**src/rtl/gelato_alu_dispatch.sv**
```systemverilog
`timescale 1ns/1ps
// gelato_alu_dispatch: queues ALU instructions, issues them one at a time to an
// external ALU, and returns each result to the register file over a
// valid/ready writeback port.
//
// Ports
//   clk, rst_n            clock, synchronous active-low reset
//   rdy                   global enable; low freezes every register
//   inst_valid/inst_ready upstream handshake; inst_op, inst_rs1, inst_rs2, inst_rd_addr
//   alu_valid             task presented to the ALU; alu_op, alu_rs1, alu_rs2
//   alu_done, alu_rd      ALU result (level, valid while alu_done=1)
//   wb_valid/wb_ready     writeback handshake; wb_addr, wb_data
//   busy                  dispatcher active or queue non-empty
//   err_timeout           sticky: ALU did not answer within TIMEOUT_CYCLES
module gelato_alu_dispatch #(
    parameter int unsigned DATA_WIDTH     = 32,
    parameter int unsigned OP_WIDTH       = 4,
    parameter int unsigned REG_ADDR_WIDTH = 5,
    parameter int unsigned QUEUE_DEPTH    = 2,
    parameter int unsigned TIMEOUT_CYCLES = 64
) (
    input  logic                      clk,
    input  logic                      rst_n,
    input  logic                      rdy,
    input  logic                      inst_valid,
    output logic                      inst_ready,
    input  logic [OP_WIDTH-1:0]       inst_op,
    input  logic [DATA_WIDTH-1:0]     inst_rs1,
    input  logic [DATA_WIDTH-1:0]     inst_rs2,
    input  logic [REG_ADDR_WIDTH-1:0] inst_rd_addr,
    output logic                      alu_valid,
    output logic [OP_WIDTH-1:0]       alu_op,
    output logic [DATA_WIDTH-1:0]     alu_rs1,
    output logic [DATA_WIDTH-1:0]     alu_rs2,
    input  logic                      alu_done,
    input  logic [DATA_WIDTH-1:0]     alu_rd,
    output logic                      wb_valid,
    input  logic                      wb_ready,
    output logic [REG_ADDR_WIDTH-1:0] wb_addr,
    output logic [DATA_WIDTH-1:0]     wb_data,
    output logic                      busy,
    output logic                      err_timeout
);

    localparam int unsigned PTR_W = (QUEUE_DEPTH > 1) ? $clog2(QUEUE_DEPTH) : 1;
    localparam int unsigned CNT_W = $clog2(QUEUE_DEPTH + 1);
    localparam int unsigned TMO_W = $clog2(TIMEOUT_CYCLES + 1);

    typedef struct packed {
        logic [OP_WIDTH-1:0]       op;
        logic [DATA_WIDTH-1:0]     rs1;
        logic [DATA_WIDTH-1:0]     rs2;
        logic [REG_ADDR_WIDTH-1:0] rd_addr;
    } entry_t;

    typedef enum logic [1:0] {
        S_IDLE,
        S_ISSUE,
        S_WRITEBACK,
        S_DRAIN
    } state_t;

    state_t                    state;
    entry_t                    q_mem [QUEUE_DEPTH];
    logic [PTR_W-1:0]          wr_ptr;
    logic [PTR_W-1:0]          rd_ptr;
    logic [CNT_W-1:0]          count;
    logic [TMO_W-1:0]          tmo_cnt;
    logic [REG_ADDR_WIDTH-1:0] rd_addr_q;
    entry_t                    head;
    entry_t                    in_entry;
    logic                      full;
    logic                      empty;
    logic                      push;
    logic                      pop;

    // Queue status decodes straight from the occupancy register.
    assign full       = (count == CNT_W'(QUEUE_DEPTH));
    assign empty      = (count == '0);
    assign inst_ready = !full;
    assign busy       = (state != S_IDLE) || !empty;

    // A stale alu_done left over from the previous task blocks the next issue.
    assign push     = inst_valid && !full && rdy;
    assign pop      = rdy && (state == S_IDLE) && !empty && !alu_done;
    assign head     = q_mem[rd_ptr];
    assign in_entry = '{op: inst_op, rs1: inst_rs1, rs2: inst_rs2, rd_addr: inst_rd_addr};

    // Queue storage; contents are don't-care while the slot is empty.
    always_ff @(posedge clk) begin
        if (push) begin
            q_mem[wr_ptr] <= in_entry;
        end
    end

    // Queue pointers, dispatcher FSM, task/writeback registers and timeout.
    always_ff @(posedge clk) begin
        if (!rst_n) begin
            state       <= S_IDLE;
            wr_ptr      <= '0;
            rd_ptr      <= '0;
            count       <= '0;
            tmo_cnt     <= '0;
            rd_addr_q   <= '0;
            alu_valid   <= 1'b0;
            alu_op      <= '0;
            alu_rs1     <= '0;
            alu_rs2     <= '0;
            wb_valid    <= 1'b0;
            wb_addr     <= '0;
            wb_data     <= '0;
            err_timeout <= 1'b0;
        end else if (rdy) begin
            if (push) begin
                wr_ptr <= wr_ptr + PTR_W'(1);
            end
            if (pop) begin
                rd_ptr <= rd_ptr + PTR_W'(1);
            end
            count <= count + CNT_W'(push) - CNT_W'(pop);

            case (state)
                S_IDLE: begin
                    if (pop) begin
                        alu_op    <= head.op;
                        alu_rs1   <= head.rs1;
                        alu_rs2   <= head.rs2;
                        rd_addr_q <= head.rd_addr;
                        alu_valid <= 1'b1;
                        tmo_cnt   <= '0;
                        state     <= S_ISSUE;
                    end
                end
                S_ISSUE: begin
                    if (alu_done) begin
                        wb_data   <= alu_rd;
                        wb_addr   <= rd_addr_q;
                        alu_valid <= 1'b0;
                        wb_valid  <= 1'b1;
                        state     <= S_WRITEBACK;
                    end else if (tmo_cnt < TMO_W'(TIMEOUT_CYCLES)) begin
                        // Flag raised on the same edge the counter saturates; no abort.
                        tmo_cnt <= tmo_cnt + TMO_W'(1);
                        if (tmo_cnt == TMO_W'(TIMEOUT_CYCLES - 1)) begin
                            err_timeout <= 1'b1;
                        end
                    end
                end
                S_WRITEBACK: begin
                    if (wb_ready) begin
                        wb_valid <= 1'b0;
                        state    <= S_DRAIN;
                    end
                end
                S_DRAIN: begin
                    // ALU lowers done only after seeing alu_valid low.
                    if (!alu_done) begin
                        state <= S_IDLE;
                    end
                end
                default: begin
                    state <= S_IDLE;
                end
            endcase
        end
    end

endmodule

```
**config.mk**
```make
export PLATFORM = sky130hd
export DESIGN_NAME = gelato_alu_dispatch
export DESIGN_NICKNAME = d
export VERILOG_FILES = /design/src/rtl/gelato_alu_dispatch.sv
export SDC_FILE = /design/constraint.sdc
export NUM_CORES = 1
export LEC_CHECK = 0
export ABC_AREA = 1
export CORE_AREA = 2 2 142 144
export DETAILED_ROUTE_END_ITERATION = 8
export DIE_AREA = 0 0 144 146
export GPL_ROUTABILITY_DRIVEN = 0
export PLACE_DENSITY = 0.82
export REMOVE_ABC_BUFFERS = 1
export SYNTH_ARGS = -nofsm -noshare
export SYNTH_HDL_FRONTEND = slang
export SYNTH_SLANG_ARGS = --single-unit
```
**constraint.sdc**
```tcl
create_clock -name clk -period 6.45 [get_ports clk]
set_clock_uncertainty 0.05 [all_clocks]
set_input_delay 1.29 -clock clk [delete_from_list [all_inputs] [get_ports clk]]
set_output_delay 1.29 -clock clk [all_outputs]
set_load 0.02 [all_outputs]
```
# [After elaboration in Yosys (flattened, before gate mapping)]
# Memory sizes are Yosys's and may differ from the RTL's. A register that Yosys moved wholly into a read port is not among the register bits.
# Index checks and enable logic that the tools add are counted.
# W data, S select, Z words.
[totals] n_memories=1 mem_bits_rw=146 input_bits=111 out_inout_bits=110 register_bits=53 elab_cells=70
[memory_table] name="q_mem" words=2 width=73 read_ports=1 rd_ports_with_merged_regs=1 wr=1 line_no="64" source="entry_t q_mem [QUEUE_DEPTH];"
[classes] reduce_logical=24 n_eq_ne=11 bitwise_logic=1 order_cmp=1 add_sub_neg=5 n_mux=17
[ops] op="$mux W7" n=3
[ops] op="$reduce_and A5 Y1" n=3
[ops] op="$pmux W7 S2" n=1
[ops] op="$ne A2 B2 Y1 const B" n=6
[ops] op="$mux W2" n=4
[ops] op="$pmux W2 S4" n=1
[ops] op="$reduce_and A4 Y1" n=2
[ops] op="$add A7 B1 Y7 const B" n=1
[ops] op="$eq A7 B6 Y1 const B" n=1
[ops] op="$lt A7 B7 Y1 const B" n=1
[ops] op="$eq A2 B2 Y1 const B" n=3
[ops] op="$mux W1" n=6
[ops] op="$reduce_and A3 Y1" n=2
[ops] op="$reduce_bool A2 Y1" n=3
[ops] op="$logic_and A1 B1 Y1" n=5
[ops] op="$logic_not A1 Y1" n=4
[ops] op="$logic_not A2 Y1" n=2
[ops] op="$pmux W1 S2" n=2
[ops] op="$reduce_and A2 Y1" n=2
[ops] op="$add A1 B1 Y1 const B" n=2
[ops] op="$add A2 B1 Y2" n=1
[ops] op="$eq A2 B1 Y1 const B" n=1
[ops] op="$sub A2 B1 Y2" n=1
[ops] op="$logic_or A1 B1 Y1" n=1
[ops] op="$not A1 Y1" n=1

# [Longest topological paths before layout]
[logic_depth] depth_word=6 depth_mapped=13 mapped_depth_nobuf=11

# [Least setup slack after synthesis]
# No wires, ideal clock.
[synth_path] path_type="in2reg" from="input inst_valid" to="memory q_mem[0][0] in the netlist's numbering, enable pin" setup_time_ns=0.505 t_arrival_ns=4.509 cell_stages=2 n_path_buf=0 required_time_ns=5.895 path_slack_ns=1.386 path_cell_list="nand3_1 nor2_1"
[synth_between] elab_chain_cells=4
[synth_rtl] item="from (decl)" line_no="25" source="input logic inst_valid,"
[synth_rtl] item="$logic_and A1 B1 Y1 (2 in series)" line_no="84" source="assign push = inst_valid && !full && rdy;"
[synth_rtl] item="$mux W1" line_no="91" source="if (push) begin"
[synth_rtl] item="$mux W1 (not written as such)" line_no="92" source="q_mem[wr_ptr] <= in_entry;"
[synth_rtl] item="to (decl)" line_no="64"
# No other way between the ends.

# [Worst setup path after layout]
[layout_path] from="input rdy" to="memory q_mem[1][15] in the netlist's numbering, enable pin"
[layout_between] elab_chain_cells=3
[layout_rtl] item="from (decl)" line_no="24" source="input logic rdy,"
[layout_rtl] item="$logic_and A1 B1 Y1" line_no="84"
[layout_rtl] item="$mux W1" line_no="91"
[layout_rtl] item="$mux W1 (not written as such)" line_no="92"
# No other way between the ends.

==> metrics.cfg <==
[sta]
timing.slew.headroom_pct=27.3
rsz0062_at_grt=no
fin_setup_tns_ns=0
drv_slew=0
max_freq_mhz=285
setup_viol_count_final=0
tightestPinTransition_ns=1.09
hold_viol=0
finalCriticalPeriod_ns=3.51
fin_crit_sh_pct=54.4

[synth]
yosys_warnings=0
async_flop_share_pct=0
avgSynthCellArea_um2=11.4
synth-edff-count=146
synth-seq-cells=272
yosysSeqAreaShare_pct=71.9
synth_cell_types=27
ys.flop_type=edfxtp_1
synth_cells=845
syn_area_um2=9610

[job]
max-cap-violations=0

[global_route]
antenna_found_initial=1
grt_pass1_vias=6712
met2_usage_pct=34.0
grt.busiest_layer=met2
gr-total-overflow=0
use_met1_pct=25.4
grt_usage_pct=20.0
grt_pass1_wl_um=33500
use_met3_pct=5.33
grt_max_degree=113

[status]
status=finished, final reports clean

[pwr]
irDropWorstVdd_mv=0.218
powerDensity_nw_per_um2=295
leakage_nw=4.44

[clocking]
clock-root-buffer=clkbuf_16
clk_latency_ns=0.51
cts_tree=built
post_cts_resized=0
post_cts_buffers=0
cts_buffers=26
clockBufferDepth=3
ctsHoldBuffers=0
htreeDepth=1
cts.clk_slew.worst_paths_ns=0.06
cts.sinks=272

[layout]
instances_no_fill=1332
mostFrequentLayoutCells=240 x nand2_1, 219 x clkdlybuf4s50_1, 146 x edfxtp_1
nets=1165
multi_input_comb_area_um2=2360
seqCellArea_um2=6910
diodes=0
layout_commonest_cell=nand2_1
drive_gt1_share_pct=5.25
syn2layout_area_growth_pct=32.8
num-fill-cells=1458

[routing]
viasPerCell=5.23
routedWlPerCell_um=16.3
routed_wl_um=21800
num_vias=6964
drt-pass1-iter-count=5
drc=0
drt_iter0_markers=444
antenna_left=0

[floorplan]
die_h_um=146
fp-row-count=51
core_area_um2=19300
ios=221
die_w_um=144
initial_core_util_pct=49.7
design.die.area_um2=21000

[setup_path]
cp-end-kind=register
critPathBufInv=2
cp_slowest_cell=nor2_4
arrival_ns=3.60
crit_fanout=45
required_ns=6.55
cpLargestDelayFamily=buffers and inverters
crit_chain=clkdlybuf4s50_1 > nand3_1 > nor2_4 > buf_4
worstSetupPathType=input port to register
start_kind=input port
cpPeakStageDelay_ns=0.74

[placement]
placed_cells=1284
hpwl_um=13700
io_buffer_count=220

[hold_path]
worstHoldPathType=register to register

-- worst reg2reg max path: stages, from the launching register on --
cell and delay [ns]:
dfxtp_1 0.34, inv_1 0.09, nand2_1 0.09, nand3_1 0.26
nor2_4 0.74, buf_4 0.67
-- cell type report --
type | count | share of cell area [%]
clock buffer | 33 | 5.47
clock inverter | 15 | 0.961
inverter | 22 | 0.667
multi-input combinational | 497 | 18.5
sequential | 272 | 54.1
tap | 265 | 2.60
timing repair buffer | 228 | 17.7
-- sequential cells by signal, summed over array words and instances, names as in the netlist --
| name | flops |
|---|---|
| alu_op | 4 |
| alu_rs1 | 32 |
| alu_rs2 | 32 |
| alu_valid | 1 |
| count | 2 |
| err_timeout | 1 |
| q_mem | 146 |
| rd_addr_q | 5 |
| rd_ptr | 1 |
| state | 2 |
| tmo_cnt | 7 |
| wb_addr | 5 |
| wb_data | 32 |
| wb_valid | 1 |
| wr_ptr | 1 |
-- path summary, 6_finish.rpt --
| check | from | to | slack (ns) | cells after the start |
|---|---|---|---|---|
| worst min-delay path | alu_valid | alu_valid | 0.40 | 2 |
| worst min register to register | alu_valid | alu_valid | 0.40 | 2 |
| worst max register to register | count[0] | q_mem[1][15] | 3.82 | 5 |
| worst max-delay path | rdy | q_mem[1][15] | 2.94 | 4 |
-- layer usage --
layer	part of all wire (%)	wire length [µm]	vias up
met1	40	8800	3297
met5	0	0	-
met3	9.9	2150	30
met2	48	10500	266
met4	1.5	331	0
li1	-	-	3371
-- through the flow --
step / area [µm²] / utilization [%] / setup slack (ns) / power [mW] / hold slack (ns)
6_report: 12800 / 66.0 / 2.94 / 3.77 / 0.401
3_3_place_gp: 11900 / 61.7 / 2.41 / 2.33 / 0.385
2_1_floorplan: 9330 / - / 1.39 / 2.14 / 0.391
5_1_grt: 12800 / 66.0 / 2.74 / 3.91 / 0.425
4_1_cts: 12800 / 66.0 / 2.92 / 3.81 / 0.406
3_5_place_dp: 11900 / 61.7 / 2.38 / 2.35 / 0.396
-- report_power, final --
part | switching (mW) | leakage, nW | internal (mW)
clock network | 0.618 | 0.397 | 0.844
registers | 0.0350 | 2.36 | 1.90
logic | 0.206 | 1.69 | 0.165
total | 0.859 | 4.44 | 2.91
-- cells by family (layout without fill, tap and decap cells) --
group,Yosys count,in the layout,share of synthesized area (%)
AND/OR/NAND/NOR,279,279,11.4
adder cells (fa/ha/maj),7,7,0.912
flip-flops,272,272,71.9
AO/OA/AOI/OAI,211,211,12.1
buffers and inverters,76,298,3.74
-- synthesized netlist by cell type (2+ instances only) --
cell / instances / area, µm²
nand2_1: 240 / 901
nand2_2: 2 / 12.5
inv_2: 2 / 7.51
edfxtp_1: 146 / 4380
o21ai_1: 57 / 285
buf_2: 17 / 85.1
dfxtp_1: 126 / 2520
clkbuf_1: 29 / 109
buf_6: 7 / 78.8
ha_1: 7 / 87.6
o21ai_0: 27 / 135
a31oi_1: 75 / 469
nand3_1: 10 / 50.1
a21oi_1: 48 / 240
inv_1: 19 / 71.3
nor2_1: 22 / 82.6
Power figures use the tool's default switching activity.
